<file path="config.mk">
export PLATFORM = sky130hd
export DESIGN_NAME = exec_pc_unit_flat
export DESIGN_NICKNAME = d
export VERILOG_FILES = /design/src/rtl/exec_pkg.sv /design/src/rtl/exec_pc_unit_if.sv /design/src/rtl/exec_pc_unit_alu_core.sv /design/src/rtl/exec_pc_unit.sv /design/src/flat_wrapper.sv
export SDC_FILE = /design/constraint.sdc
export NUM_CORES = 1
export LEC_CHECK = 0
export CORE_MARGIN = 2
export CORE_UTILIZATION = 30
export CTS_BUF_LIST = sky130_fd_sc_hd__clkbuf_2 sky130_fd_sc_hd__clkbuf_4 sky130_fd_sc_hd__clkbuf_8
export CTS_CLUSTER_DIAMETER = 120
export DETAILED_ROUTE_END_ITERATION = 8
export GPL_TIMING_DRIVEN = 0
export PLACE_DENSITY_LB_ADDON = 0.15
export SETUP_SLACK_MARGIN = 0.02
export SYNTH_ARGS = -nofsm -noshare
export SYNTH_HDL_FRONTEND = slang
export SYNTH_SLANG_ARGS = --single-unit
</file>
<file path="constraint.sdc">
create_clock -name clock -period 4.8 [get_ports clock]
set_input_delay 0.48 -clock clock [delete_from_list [all_inputs] [get_ports clock]]
set_output_delay 0.48 -clock clock [all_outputs]
set_load 0.005 [all_outputs]
</file>
<file path="src/rtl/exec_pkg.sv">
// Shared definitions for the execute/PC block.
//   - ALU control codes driven from the decoder into alu_core
//   - ALUOp encodings produced by the main decoder
//   - R-type opcode constants (instruction[31:21])
//   - decode_alu_control(): ALUOp + opcode -> 4-bit ALU control
package exec_pkg;

    typedef enum logic [3:0] {
        ALU_AND   = 4'b0000,
        ALU_OR    = 4'b0001,
        ALU_ADD   = 4'b0010,
        ALU_SUB   = 4'b0110,
        ALU_PASSB = 4'b0111,
        ALU_NOR   = 4'b1100
    } alu_ctl_e;

    localparam logic [1:0] ALUOP_MEM   = 2'b00;  // load/store address add
    localparam logic [1:0] ALUOP_CBZ   = 2'b01;  // pass operand B for zero test
    localparam logic [1:0] ALUOP_RTYPE = 2'b10;  // 2'b11 is decoded the same way

    localparam logic [10:0] OP_ADD = 11'b10001011000;
    localparam logic [10:0] OP_SUB = 11'b11001011000;
    localparam logic [10:0] OP_AND = 11'b10001010000;
    localparam logic [10:0] OP_ORR = 11'b10101010000;

    // Unknown R-type opcodes fall back to add so the datapath still
    // produces a defined value.
    function automatic logic [3:0] decode_alu_control(input logic [1:0]  alu_op,
                                                      input logic [10:0] opcode);
        logic [3:0] ctl;
        ctl = ALU_ADD;
        if (alu_op == ALUOP_MEM) begin
            ctl = ALU_ADD;
        end else if (alu_op == ALUOP_CBZ) begin
            ctl = ALU_PASSB;
        end else begin
            case (opcode)
                OP_ADD:  ctl = ALU_ADD;
                OP_SUB:  ctl = ALU_SUB;
                OP_AND:  ctl = ALU_AND;
                OP_ORR:  ctl = ALU_OR;
                default: ctl = ALU_ADD;
            endcase
        end
        return ctl;
    endfunction

endpackage

</file>
<file path="src/rtl/exec_pc_unit_if.sv">
// Signal bundle between the controller/register file and exec_pc_unit.
// There is no handshake: every input is sampled combinationally, and
// only pc is registered (on the rising clock edge).
//   master : drives instruction, alu_op, data1, data2, immediate,
//            uncond_branch, branch; observes the results
//   slave  : the execute/PC block itself
interface exec_pc_unit_if #(parameter int WIDTH = 32);

    logic [31:0]             instruction;
    logic [1:0]              alu_op;
    logic signed [WIDTH-1:0] data1;
    logic signed [WIDTH-1:0] data2;
    logic signed [WIDTH-1:0] immediate;
    logic                    uncond_branch;
    logic                    branch;

    logic [3:0]              alu_control;
    logic signed [WIDTH-1:0] alu_result;
    logic                    overflow;
    logic                    zero_flag;
    logic [WIDTH-1:0]        pc;

    modport master (
        output instruction, alu_op, data1, data2, immediate, uncond_branch, branch,
        input  alu_control, alu_result, overflow, zero_flag, pc
    );

    modport slave (
        input  instruction, alu_op, data1, data2, immediate, uncond_branch, branch,
        output alu_control, alu_result, overflow, zero_flag, pc
    );

endinterface

</file>
<file path="src/rtl/exec_pc_unit_alu_core.sv">
// Combinational two's-complement ALU.
//   op       : 4-bit ALU control code (exec_pkg::alu_ctl_e values)
//   a, b     : signed operands
//   result   : selected operation, wraps modulo 2^WIDTH
//   overflow : signed overflow, only for add/sub
//   zero     : result == 0, for every operation
module alu_core
    import exec_pkg::*;
#(
    parameter int WIDTH = 32
) (
    input  logic [3:0]              op,
    input  logic signed [WIDTH-1:0] a,
    input  logic signed [WIDTH-1:0] b,
    output logic signed [WIDTH-1:0] result,
    output logic                    overflow,
    output logic                    zero
);

    logic signed [WIDTH-1:0] sum;
    logic signed [WIDTH-1:0] diff;

    assign sum  = a + b;
    assign diff = a - b;

    always_comb begin
        result   = '0;
        overflow = 1'b0;
        case (op)
            ALU_AND:   result = a & b;
            ALU_OR:    result = a | b;
            ALU_ADD: begin
                result   = sum;
                // Same-sign operands producing an opposite-sign sum.
                overflow = (a[WIDTH-1] == b[WIDTH-1]) && (sum[WIDTH-1] != a[WIDTH-1]);
            end
            ALU_SUB: begin
                result   = diff;
                // Mixed-sign operands whose difference flips away from A.
                overflow = (a[WIDTH-1] != b[WIDTH-1]) && (diff[WIDTH-1] != a[WIDTH-1]);
            end
            ALU_PASSB: result = b;
            ALU_NOR:   result = ~(a | b);
            default: begin
                result   = '0;
                overflow = 1'b0;
            end
        endcase
    end

    assign zero = (result == '0);

endmodule

</file>
<file path="src/rtl/exec_pc_unit.sv">
// Execute stage plus program counter of the single-cycle datapath.
//   clock, reset : rising-edge clock; asynchronous active-high reset of pc
//   bus (slave)  : instruction/alu_op/operands/branch controls in;
//                  alu_control, alu_result, overflow, zero_flag, pc out
// ALU control decode and the PC register live here; the arithmetic is
// in alu_core. Everything except pc is purely combinational.
module exec_pc_unit
    import exec_pkg::*;
#(
    parameter int               WIDTH    = 32,
    parameter logic [WIDTH-1:0] PC_RESET = '0,
    parameter int               PC_STEP  = 4
) (
    input  logic           clock,
    input  logic           reset,
    exec_pc_unit_if.slave  bus
);

    localparam logic [WIDTH-1:0] STEP = WIDTH'(PC_STEP);

    logic [10:0]      opcode;
    logic [3:0]       alu_control;
    logic             zero_flag;
    logic             take_branch;
    logic [WIDTH-1:0] branch_offset;
    logic [WIDTH-1:0] pc_q;
    logic [WIDTH-1:0] pc_next;

    assign opcode      = bus.instruction[31:21];
    assign alu_control = decode_alu_control(bus.alu_op, opcode);

    alu_core #(.WIDTH(WIDTH)) u_alu (
        .op       (alu_control),
        .a        (bus.data1),
        .b        (bus.data2),
        .result   (bus.alu_result),
        .overflow (bus.overflow),
        .zero     (zero_flag)
    );

    // CBZ relies on the ALU passing data2 through, so zero_flag is the
    // register-is-zero test. An unconditional branch wins outright.
    assign take_branch   = bus.uncond_branch | (bus.branch & zero_flag);
    // Offset is in instruction words; bits shifted out simply wrap.
    assign branch_offset = WIDTH'(bus.immediate) << 2;
    assign pc_next       = take_branch ? (pc_q + branch_offset) : (pc_q + STEP);

    always_ff @(posedge clock or posedge reset) begin
        if (reset) begin
            pc_q <= PC_RESET;
        end else begin
            pc_q <= pc_next;
        end
    end

    assign bus.alu_control = alu_control;
    assign bus.zero_flag   = zero_flag;
    assign bus.pc          = pc_q;

endmodule

</file>
<file path="src/flat_wrapper.sv">
// flat-port wrapper written by rule: the top's interface ports become plain ports
module exec_pc_unit_flat import exec_pkg::*;
#(
    parameter int               WIDTH    = 32,
    parameter logic [WIDTH-1:0] PC_RESET = '0,
    parameter int               PC_STEP  = 4
)
  (clock, reset, bus_instruction, bus_alu_op, bus_data1, bus_data2, bus_immediate, bus_uncond_branch, bus_branch, bus_alu_control, bus_alu_result, bus_overflow, bus_zero_flag, bus_pc);
  exec_pc_unit_if #(.WIDTH(WIDTH)) bus_i ();
  input  logic clock;
  input  logic reset;
  input wire logic [$bits(bus_i.instruction)-1:0] bus_instruction;
  input wire logic [$bits(bus_i.alu_op)-1:0] bus_alu_op;
  input wire logic [$bits(bus_i.data1)-1:0] bus_data1;
  input wire logic [$bits(bus_i.data2)-1:0] bus_data2;
  input wire logic [$bits(bus_i.immediate)-1:0] bus_immediate;
  input wire logic [$bits(bus_i.uncond_branch)-1:0] bus_uncond_branch;
  input wire logic [$bits(bus_i.branch)-1:0] bus_branch;
  output wire logic [$bits(bus_i.alu_control)-1:0] bus_alu_control;
  output wire logic [$bits(bus_i.alu_result)-1:0] bus_alu_result;
  output wire logic [$bits(bus_i.overflow)-1:0] bus_overflow;
  output wire logic [$bits(bus_i.zero_flag)-1:0] bus_zero_flag;
  output wire logic [$bits(bus_i.pc)-1:0] bus_pc;
  assign bus_i.instruction = bus_instruction;
  assign bus_i.alu_op = bus_alu_op;
  assign bus_i.data1 = bus_data1;
  assign bus_i.data2 = bus_data2;
  assign bus_i.immediate = bus_immediate;
  assign bus_i.uncond_branch = bus_uncond_branch;
  assign bus_i.branch = bus_branch;
  assign bus_alu_control = bus_i.alu_control;
  assign bus_alu_result = bus_i.alu_result;
  assign bus_overflow = bus_i.overflow;
  assign bus_zero_flag = bus_i.zero_flag;
  assign bus_pc = bus_i.pc;
  exec_pc_unit #(.WIDTH(WIDTH), .PC_RESET(PC_RESET), .PC_STEP(PC_STEP)) u_core (.clock(clock), .reset(reset), .bus(bus_i));
endmodule
</file>
==> metrics.txt, run 1 <==
Max Slew Vio Count 0; Synth top area share 19.04%; Post-CTS Hold Buffers 0; leakage 5.475 nW; CTS clk-pin slew, worst paths 0.07 ns; worst-path maximum fanout 2; Starting DRT DRC Count 824; YS warnings 0; WP buf/inv 5; setup TNS -32.51 ns; post-DP HPWL 28,210 um; GRT overflow 0; H-Tree Level Count 2; Setup CP Type primary input to flip-flop; die area 0.02849 mm^2; Ports 204; Area Growth Syn to Fin 55.97%; CP peak stage delay 0.57 ns; CP startpoint kind primary input; Final period util 144.6%; Critical Path End Type flip-flop; skew final 0.009655 ns; fin util 47.41%; vias in the first global route 10,004; drt via density 5.825; top cells by area, synth ha_1, dfrtp_1, a21oi_1; sequential area share after synthesis 9.215%; Fillers 2,709; minimum hold slack 0.5050 ns; Post-synth EDFFs 0; final setup vio count 29; Remaining DRCs 0; syn_area_per_cell 7.190 um^2; area leader, netlist ha_1; Max clock buf depth 2; status finished, violations left; Fin. Hold Viols 0; num rows 60; share of cells above drive strength 1 25.99%; global placement routability congestion 0.9685; worst vdd ir 0.0001154 V; clock latency on the worst-skew pair 0.30 ns; most frequent cells in the layout clkdlybuf4s50_1, buf_4, ha_1; Worst EP required 5.04 ns; Post-Syn Area 0.008147 mm^2; CTS tree done; Slew headroom 36.39%; Min Clock Period, post-route 6.940 ns; setup ws final -2.140 ns; Die H 168.8 um; CP top delay family simple AND/OR/NAND/NOR gates; Wirelength per Cell 21.21 um; commonest non-fill, non-tap cell in the layout clkdlybuf4s50_1; CTS root buf clkbuf_8; nets 1,676; Total GRT Usage 25.23%; Cells after Synth 1,133; number of buffers added on ports 176; WL final 37,270 um; Fmax 144.1 MHz; pre-CTS setup slack -3.928 ns; HP Class primary input to asynchronous set/reset pin; largest net degree at the start of global routing 31; CORE AREA 0.02680 mm^2; Slowest cell on crit path or4_4; post-synthesis cell type count 76; DR vias 10,235; failing checks negative setup slack; asr flop ratio synth 100.0%; Max-Cap Viols 0; CP most frequent cell or4_4; Pwr per Cell Area 275.5 mW/mm^2; Clock Sinks 30; number of synthesized register bits 30; first-pass GRT wire length 56,500 um; RSZ-0062 raised after global routing yes; Placed Cells 1,652; Starting Density 30.40%; Num CTS Buffers 5; # diodes 0; main flop type after synthesis dfrtp_1; Worst Tran Pin Value 0.9541 ns; max reg flops 30; drt pass-1 iters 5; WP data arrival 7.17 ns; initial antenna violation count 0; final antenna-violating net count 0; post-route non-filler standard cell count 1,757; Die Wd 168.8 um
[area by class of cell]
cell class / instances / area (um^2) / share of cell area, %
flip-flops and latches: 30 / 750.7 / 5.908
repair buffers: 288 / 2671 / 21.02
plain buffers: 41 / 305.3 / 2.403
inverters: 101 / 401.6 / 3.161
clock buffers: 7 / 90.09 / 0.7090
well taps: 341 / 426.7 / 3.358
clock inverters: 1 / 5.005 / 0.03939
multi-input cells: 948 / 8055 / 63.40
[worst register-to-register path, stage by stage, from the launching register on]
cell      delay [ns]
dfrtp_1         0.41
ha_4            0.18
fa_2            0.37
a21o_1          0.20
a21oi_2         0.15
o21bai_1        0.08
a21o_1          0.20
a31oi_4         0.20
o21ai_2         0.09
or4_4           0.52
a221oi_4        0.31
o21ai_2         0.09
or4_1           0.40
nand4_1         0.09
[cell families (layout without fill, tap and decap cells)]
| kind of cell | after synthesis | after routing | synth area share, % |
|---|---|---|---|
| AO/OA/AOI/OAI | 398 | 398 | 33.93 |
| AND/OR/NAND/NOR | 373 | 373 | 24.08 |
| buffers and inverters | 157 | 438 | 7.771 |
| adder cells (fa/ha/maj) | 127 | 127 | 19.78 |
| XOR/XNOR | 39 | 39 | 4.193 |
| flip-flops | 30 | 30 | 9.215 |
| multiplexers | 8 | 8 | 0.9830 |
| other | 1 | 3 | 0.04603 |
[repair_timing]
item	4_1_cts	5_1_grt
resized for setup	303	88
setup buffers	95	35
endpoints found under the setup margin	47	30
pin swaps	95	72
[power by group]
part / total (mW) / internal (mW) / switching [mW]
registers: 0.491 / 0.395 / 0.0958
logic: 2.78 / 1.42 / 1.36
clock network: 0.230 / 0.121 / 0.109
[per-layer routing]
layer	share of wire (%)	vias to the layer above	routed length [um]	global-route usage (%)
li1	-	4777	-	-
met1	44	4907	16390	34.24
met2	45	463	16720	40.57
met3	7.5	88	2804	3.484
met4	3.6	0	1359	9.670
met5	0	-	0	0
[through the flow]
stage               power (mW)  cell area (um^2)
floorplan                1.781              8307
global placement         2.612             10500
detailed placement       2.629             10500
CTS                      3.342             12210
global route             3.753             12710
finish                   3.500             12710
[Yosys cell counts, drive strengths merged, types with 14 or more instances]
library cell / instances
ha: 124
nand3: 33
clkbuf: 43
nor3: 26
xnor2: 25
o21bai: 15
nand2b: 17
dfrtp: 30
inv: 101
o211ai: 19
a21oi: 83
and3: 14
nor4: 17
nor2b: 54
nand4: 18
a21o: 29
nor2: 95
a221oi: 27
o21ai: 70
nand2: 47
a31oi: 19
xor2: 14
[final timing paths]
path	end	slack, ns	startpoint	cells past startpoint
setup / recovery	u_core.bus.pc[30]	-2.14	bus_data1[0]	30
hold / removal	u_core.bus.pc[12]	0.50	reset	2
setup reg to reg	u_core.bus.pc[30]	1.47	u_core.bus.pc[2]	13
hold reg to reg	u_core.bus.pc[2]	0.56	u_core.bus.pc[2]	1
max in group asynchronous	u_core.bus.pc[23]	3.84	reset	3
min in group clock	u_core.bus.pc[2]	0.56	u_core.bus.pc[2]	1
Power figures use the tool's default switching activity.
==> inputs of run 2 (changes only) <==
- SLEW_MARGIN: not set -> 20
==> run 2 against run 1 <==
Compared with the run above: total power is 2.4% lower; critical path type unchanged; the run still ends with negative setup slack left; core utilization decreased by 0.51 points; register-to-register slack gained 0.02 ns; hold slack better by 0.050 ns; critical endpoint unchanged; worst setup slack improved by 0.030 ns; clock power barely moved.
==> metrics.txt, run 2 (same netlist as run 1, synthesis figures left out) <==
Worst Tran Pin Value 0.8901 ns; CP peak stage delay 0.57 ns; Remaining DRCs 0; first-pass GRT wire length 56,500 um; number of buffers added on ports 176; leakage 5.426 nW; initial antenna violation count 0; setup ws final -2.109 ns; critical path startpoint bus_data1[0]; WP data arrival 7.14 ns; Critical Path End Type flip-flop; internal power 1.883 mW; CP startpoint kind primary input; Max clock buf depth 2; # diodes 0; status finished, violations left; clock share of power 6.7%; Num CTS Buffers 5; drt via density 5.808; Clock Sinks 30; Starting DRT DRC Count 783; setup TNS -35.67 ns; failing checks negative setup slack; final setup vio count 29; worst hold stages 1; Max-Cap Viols 0; pre-CTS setup slack -3.928 ns; drt pass-1 iters 5; Area Growth Syn to Fin 54.28%; num rows 60; most frequent cells in the layout clkdlybuf4s50_1, buf_4, ha_1; clock latency on the worst-skew pair 0.30 ns; RSZ-0062 raised after global routing yes; NetSw 1.535 mW; met1 Use GR 34.24%; FF-to-FF End u_core.bus.pc[30]; Wirelength per Cell 21.15 um; Combinational Power Share 79.1%; GRT overflow 0; Die Wd 168.8 um; CP most frequent cell or4_4; R2R depth 13; Total GRT Usage 25.23%; Fmax 144.7 MHz; CTS root buf clkbuf_8; Post-CTS Hold Buffers 0; WL final 37,030 um; commonest non-fill, non-tap cell in the layout clkdlybuf4s50_1; nets 1,670; share of total power in sequential cells 14.2%; M2 GR Usage 40.57%; Setup CP Type primary input to flip-flop; Die H 168.8 um; Critical R2R Launch u_core.bus.pc[2]; Worst EP required 5.03 ns; Slew headroom 40.66%; CORE AREA 0.02680 mm^2; worst reg2reg setup slack 1.49 ns; final antenna-violating net count 0; Max Slew Vio Count 0; post-DP HPWL 28,210 um; Fin. Hold Viols 0; Min Clock Period, post-route 6.909 ns; Ports 204; total power 3.418 mW; max reg flops 30; DR vias 10,169; Net Sw Frac 44.92%; Hold Path Sink u_core.bus.pc[2]; CTS clk-pin slew, worst paths 0.07 ns; H-Tree Level Count 2; worst vdd ir 0.0001073 V; Slowest cell on crit path or4_4; largest net degree at the start of global routing 31; global placement routability congestion 0.9685; HP Class flip-flop to flip-flop; Final period util 143.9%; layer with the highest usage met2; die area 0.02849 mm^2; Pwr per Cell Area 272.0 mW/mm^2; Starting Density 30.40%; CTS tree done; hold path start u_core.bus.pc[2]; worst-path maximum fanout 2; share of cells above drive strength 1 25.18%; M3 GR Usage 3.484%; vias in the first global route 10,004; skew final 0.008715 ns
-- run 2: worst max path at each step --
stage	to	slack, ns
floorplan	u_core.bus.pc[30]	-1.80
global placement	u_core.bus.pc[31]	-3.94
detailed placement	u_core.bus.pc[31]	-3.93
CTS	u_core.bus.pc[30]	-2.21
global route	u_core.bus.pc[30]	-2.29
finish	u_core.bus.pc[30]	-2.11
-- run 2: critical path, delay by kind of cell --
family / cells / cell delay [ns]
buffers and inverters: 5 / 0.41
XOR/XNOR: 1 / 0.15
AND/OR/NAND/NOR: 9 / 3.16
adder cells (fa/ha/maj): 4 / 1.08
AO/OA/AOI/OAI: 11 / 1.85
-- run 2: cell type report --
class / count / area (um^2)
Fill cell: 2714 / 14230
Multi-Input combinational cell: 948 / 7986
Inverter: 101 / 401.6
Buffer: 41 / 305.3
Timing Repair Buffer: 282 / 2603
Clock inverter: 1 / 5.005
Tap cell: 341 / 426.7
Clock buffer: 7 / 90.09
Sequential cell: 30 / 750.7
-- run 2: metal layers --
layer,vias up,routed length [um]
met5,-,0
met2,466,16500
met4,0,1355
met1,4849,16400
li1,4770,-
met3,84,2772
-- run 2: power groups by stage --
| stage | registers (mW) | logic (mW) | clock network [mW] |
|---|---|---|---|
| after global routing | 0.505 | 2.92 | 0.246 |
| after global placement | 0.485 | 2.13 | 0 |
| after detailed placement | 0.488 | 2.14 | 0 |
| after floorplan | 0.485 | 1.30 | 0 |
| after CTS | 0.487 | 2.62 | 0.235 |
| final | 0.486 | 2.70 | 0.228 |
-- run 2: through the flow --
stage	hold WS (ns)	cells	util (%)	cell area, um^2
6_report	0.5545	1751	46.90	12570
5_1_grt	0.5676	1751	46.90	12570
4_1_cts	0.5396	1742	45.55	12210
3_5_place_dp	0.5253	1652	39.16	10500
3_3_place_gp	0.5236	1652	39.16	10500
2_1_floorplan	0.5344	1135	-	8307
-- run 2: timing repair --
item	CTS	global route
endpoints found under the setup margin	47	30
pin swaps	95	68
resized for setup	303	74
buffers inserted	95	31
==> inputs of run 3 (changes only) <==
- CORE_MARGIN: 2 -> 5
==> run 3 against run 2 <==
Compared with the run above: the flow still finishes with violations (negative setup slack); flip-flop and latch count is the same; combinational power rose by 4%; largest power group unchanged; largest cell class unchanged; non-clock buffer count is 6 higher.
==> metrics.txt, run 3 (same netlist as run 1, synthesis figures left out) <==
status finished, violations left; failing checks negative setup slack; leakage 5.442 nW; Die H 174.8 um; total power 3.554 mW; Critical Path End Type flip-flop; final setup vio count 29; FF-to-FF End u_core.bus.pc[30]; worst vdd ir 0.0001522 V; Min Clock Period, post-route 6.899 ns; global placement routability congestion 0.9690; Wirelength per Cell 21.20 um; initial antenna violation count 1; DR vias 10,154; CP peak stage delay 0.57 ns; final antenna-violating net count 0; hold path start u_core.bus.pc[2]; drt via density 5.779; Die Wd 174.8 um; # diodes 0; Critical R2R Launch u_core.bus.pc[2]; Final period util 143.7%; Max-Cap Viols 0; fin util 46.83%; worst reg2reg setup slack 1.47 ns; first-pass GRT wire length 55,400 um; CTS tree done; H-Tree Level Count 2; num rows 60; Starting DRT DRC Count 780; worst-path maximum fanout 2; number of buffers added on ports 176; die area 0.03055 mm^2; max reg flops 30; WL final 37,250 um; Slowest cell on crit path or4_4; Clock Sinks 30; Fmax 145.0 MHz; Hold Path Sink u_core.bus.pc[2]; nets 1,676; Max Slew Vio Count 0; post-DP HPWL 28,560 um; Area Growth Syn to Fin 54.48%; Max clock buf depth 2; CP startpoint kind primary input; GRT overflow 0; R2R depth 13; Total GRT Usage 22.63%; Remaining DRCs 0; CORE AREA 0.02688 mm^2; WP data arrival 7.12 ns; Pwr per Cell Area 282.4 mW/mm^2; CTS clk-pin slew, worst paths 0.07 ns; commonest non-fill, non-tap cell in the layout clkdlybuf4s50_1; most frequent cells in the layout clkdlybuf4s50_1, buf_4, ha_1; vias in the first global route 9,768; share of cells above drive strength 1 25.71%; Slew headroom 33.82%; CP most frequent cell or4_4; drt pass-1 iters 5; skew final 0.006806 ns; Num CTS Buffers 5; setup ws final -2.099 ns; HP Class flip-flop to flip-flop; CTS root buf clkbuf_8; Worst Tran Pin Value 0.9928 ns; worst hold stages 1; Ports 204; Worst EP required 5.03 ns; largest net degree at the start of global routing 31; Starting Density 30.31%; Setup CP Type primary input to flip-flop; Fin. Hold Viols 0; RSZ-0062 raised after global routing yes; Post-CTS Hold Buffers 0; clock latency on the worst-skew pair 0.29 ns
==> run 3: report_power, final <==
group / switching [mW] / total (mW) / leakage, nW / internal, mW
Clock: 0.111 / 0.263 / 0.0579 / 0.153
Sequential: 0.0942 / 0.489 / 0.348 / 0.395
Combinational: 1.37 / 2.80 / 5.04 / 1.44
==> run 3: timing repair <==
item / 4_1_cts / 5_1_grt
endpoints found under the hold margin: 0 / 0
buffers inserted: 83 / 32
gates resized for setup: 265 / 90
setup endpoints to repair: 49 / 30
pin swaps: 77 / 77
==> run 3: layer usage <==
| metal | vias to the layer above | track usage (%) | wire [um] |
|---|---|---|---|
| met4 | 2 | 5.696 | 911 |
| li1 | 4796 | - | - |
| met5 | - | 0 | 9 |
| met2 | 411 | 37.09 | 16820 |
| met3 | 57 | 3.830 | 2870 |
| met1 | 4888 | 30.98 | 16640 |
==> run 3: final cells by class <==
type	instances	area, um^2
Inverter	101	396.6
Timing Repair Buffer	288	2631
Fill cell	2704	14290
Sequential cell	30	750.7
Clock buffer	5	68.82
Clock inverter	3	40.04
Buffer	41	296.5
Tap cell	341	426.7
Multi-Input combinational cell	948	7974
==> run 3: stage by stage <==
| step | instance area [um^2] | cells | hold WS [ns] | TNS (ns) | setup WS, ns |
|---|---|---|---|---|---|
| floorplan | 8307 | 1135 | 0.5344 | -20.06 | -1.801 |
| global placement | 10500 | 1652 | 0.5240 | -92.61 | -4.003 |
| detailed placement | 10500 | 1652 | 0.5505 | -92.18 | -4.042 |
| CTS | 12050 | 1732 | 0.5681 | -34.92 | -2.222 |
| global route | 12580 | 1757 | 0.5822 | -41.60 | -2.272 |
| finish | 12580 | 1757 | 0.5522 | -36.50 | -2.099 |
==> run 3: worst max-delay path by stage <==
| stage | start | endpoint | slack, ns |
|---|---|---|---|
| CTS | bus_data1[0] | u_core.bus.pc[30] | -2.22 |
| detailed placement | bus_data2[20] | u_core.bus.pc[31] | -4.04 |
| floorplan | bus_data1[0] | u_core.bus.pc[30] | -1.80 |
| global route | bus_data1[0] | u_core.bus.pc[30] | -2.27 |
| global placement | bus_data2[20] | u_core.bus.pc[31] | -4.00 |
| finish | bus_data1[0] | u_core.bus.pc[30] | -2.10 |
==> run 3: critical path: cells and delay by family <==
| kind | cells | cell delay, ns |
|---|---|---|
| compound gates | 11 | 1.86 |
| xor+xnor | 1 | 0.16 |
| fa+ha+maj | 4 | 1.04 |
| buf+inv | 5 | 0.44 |
| simple gates | 9 | 3.16 |
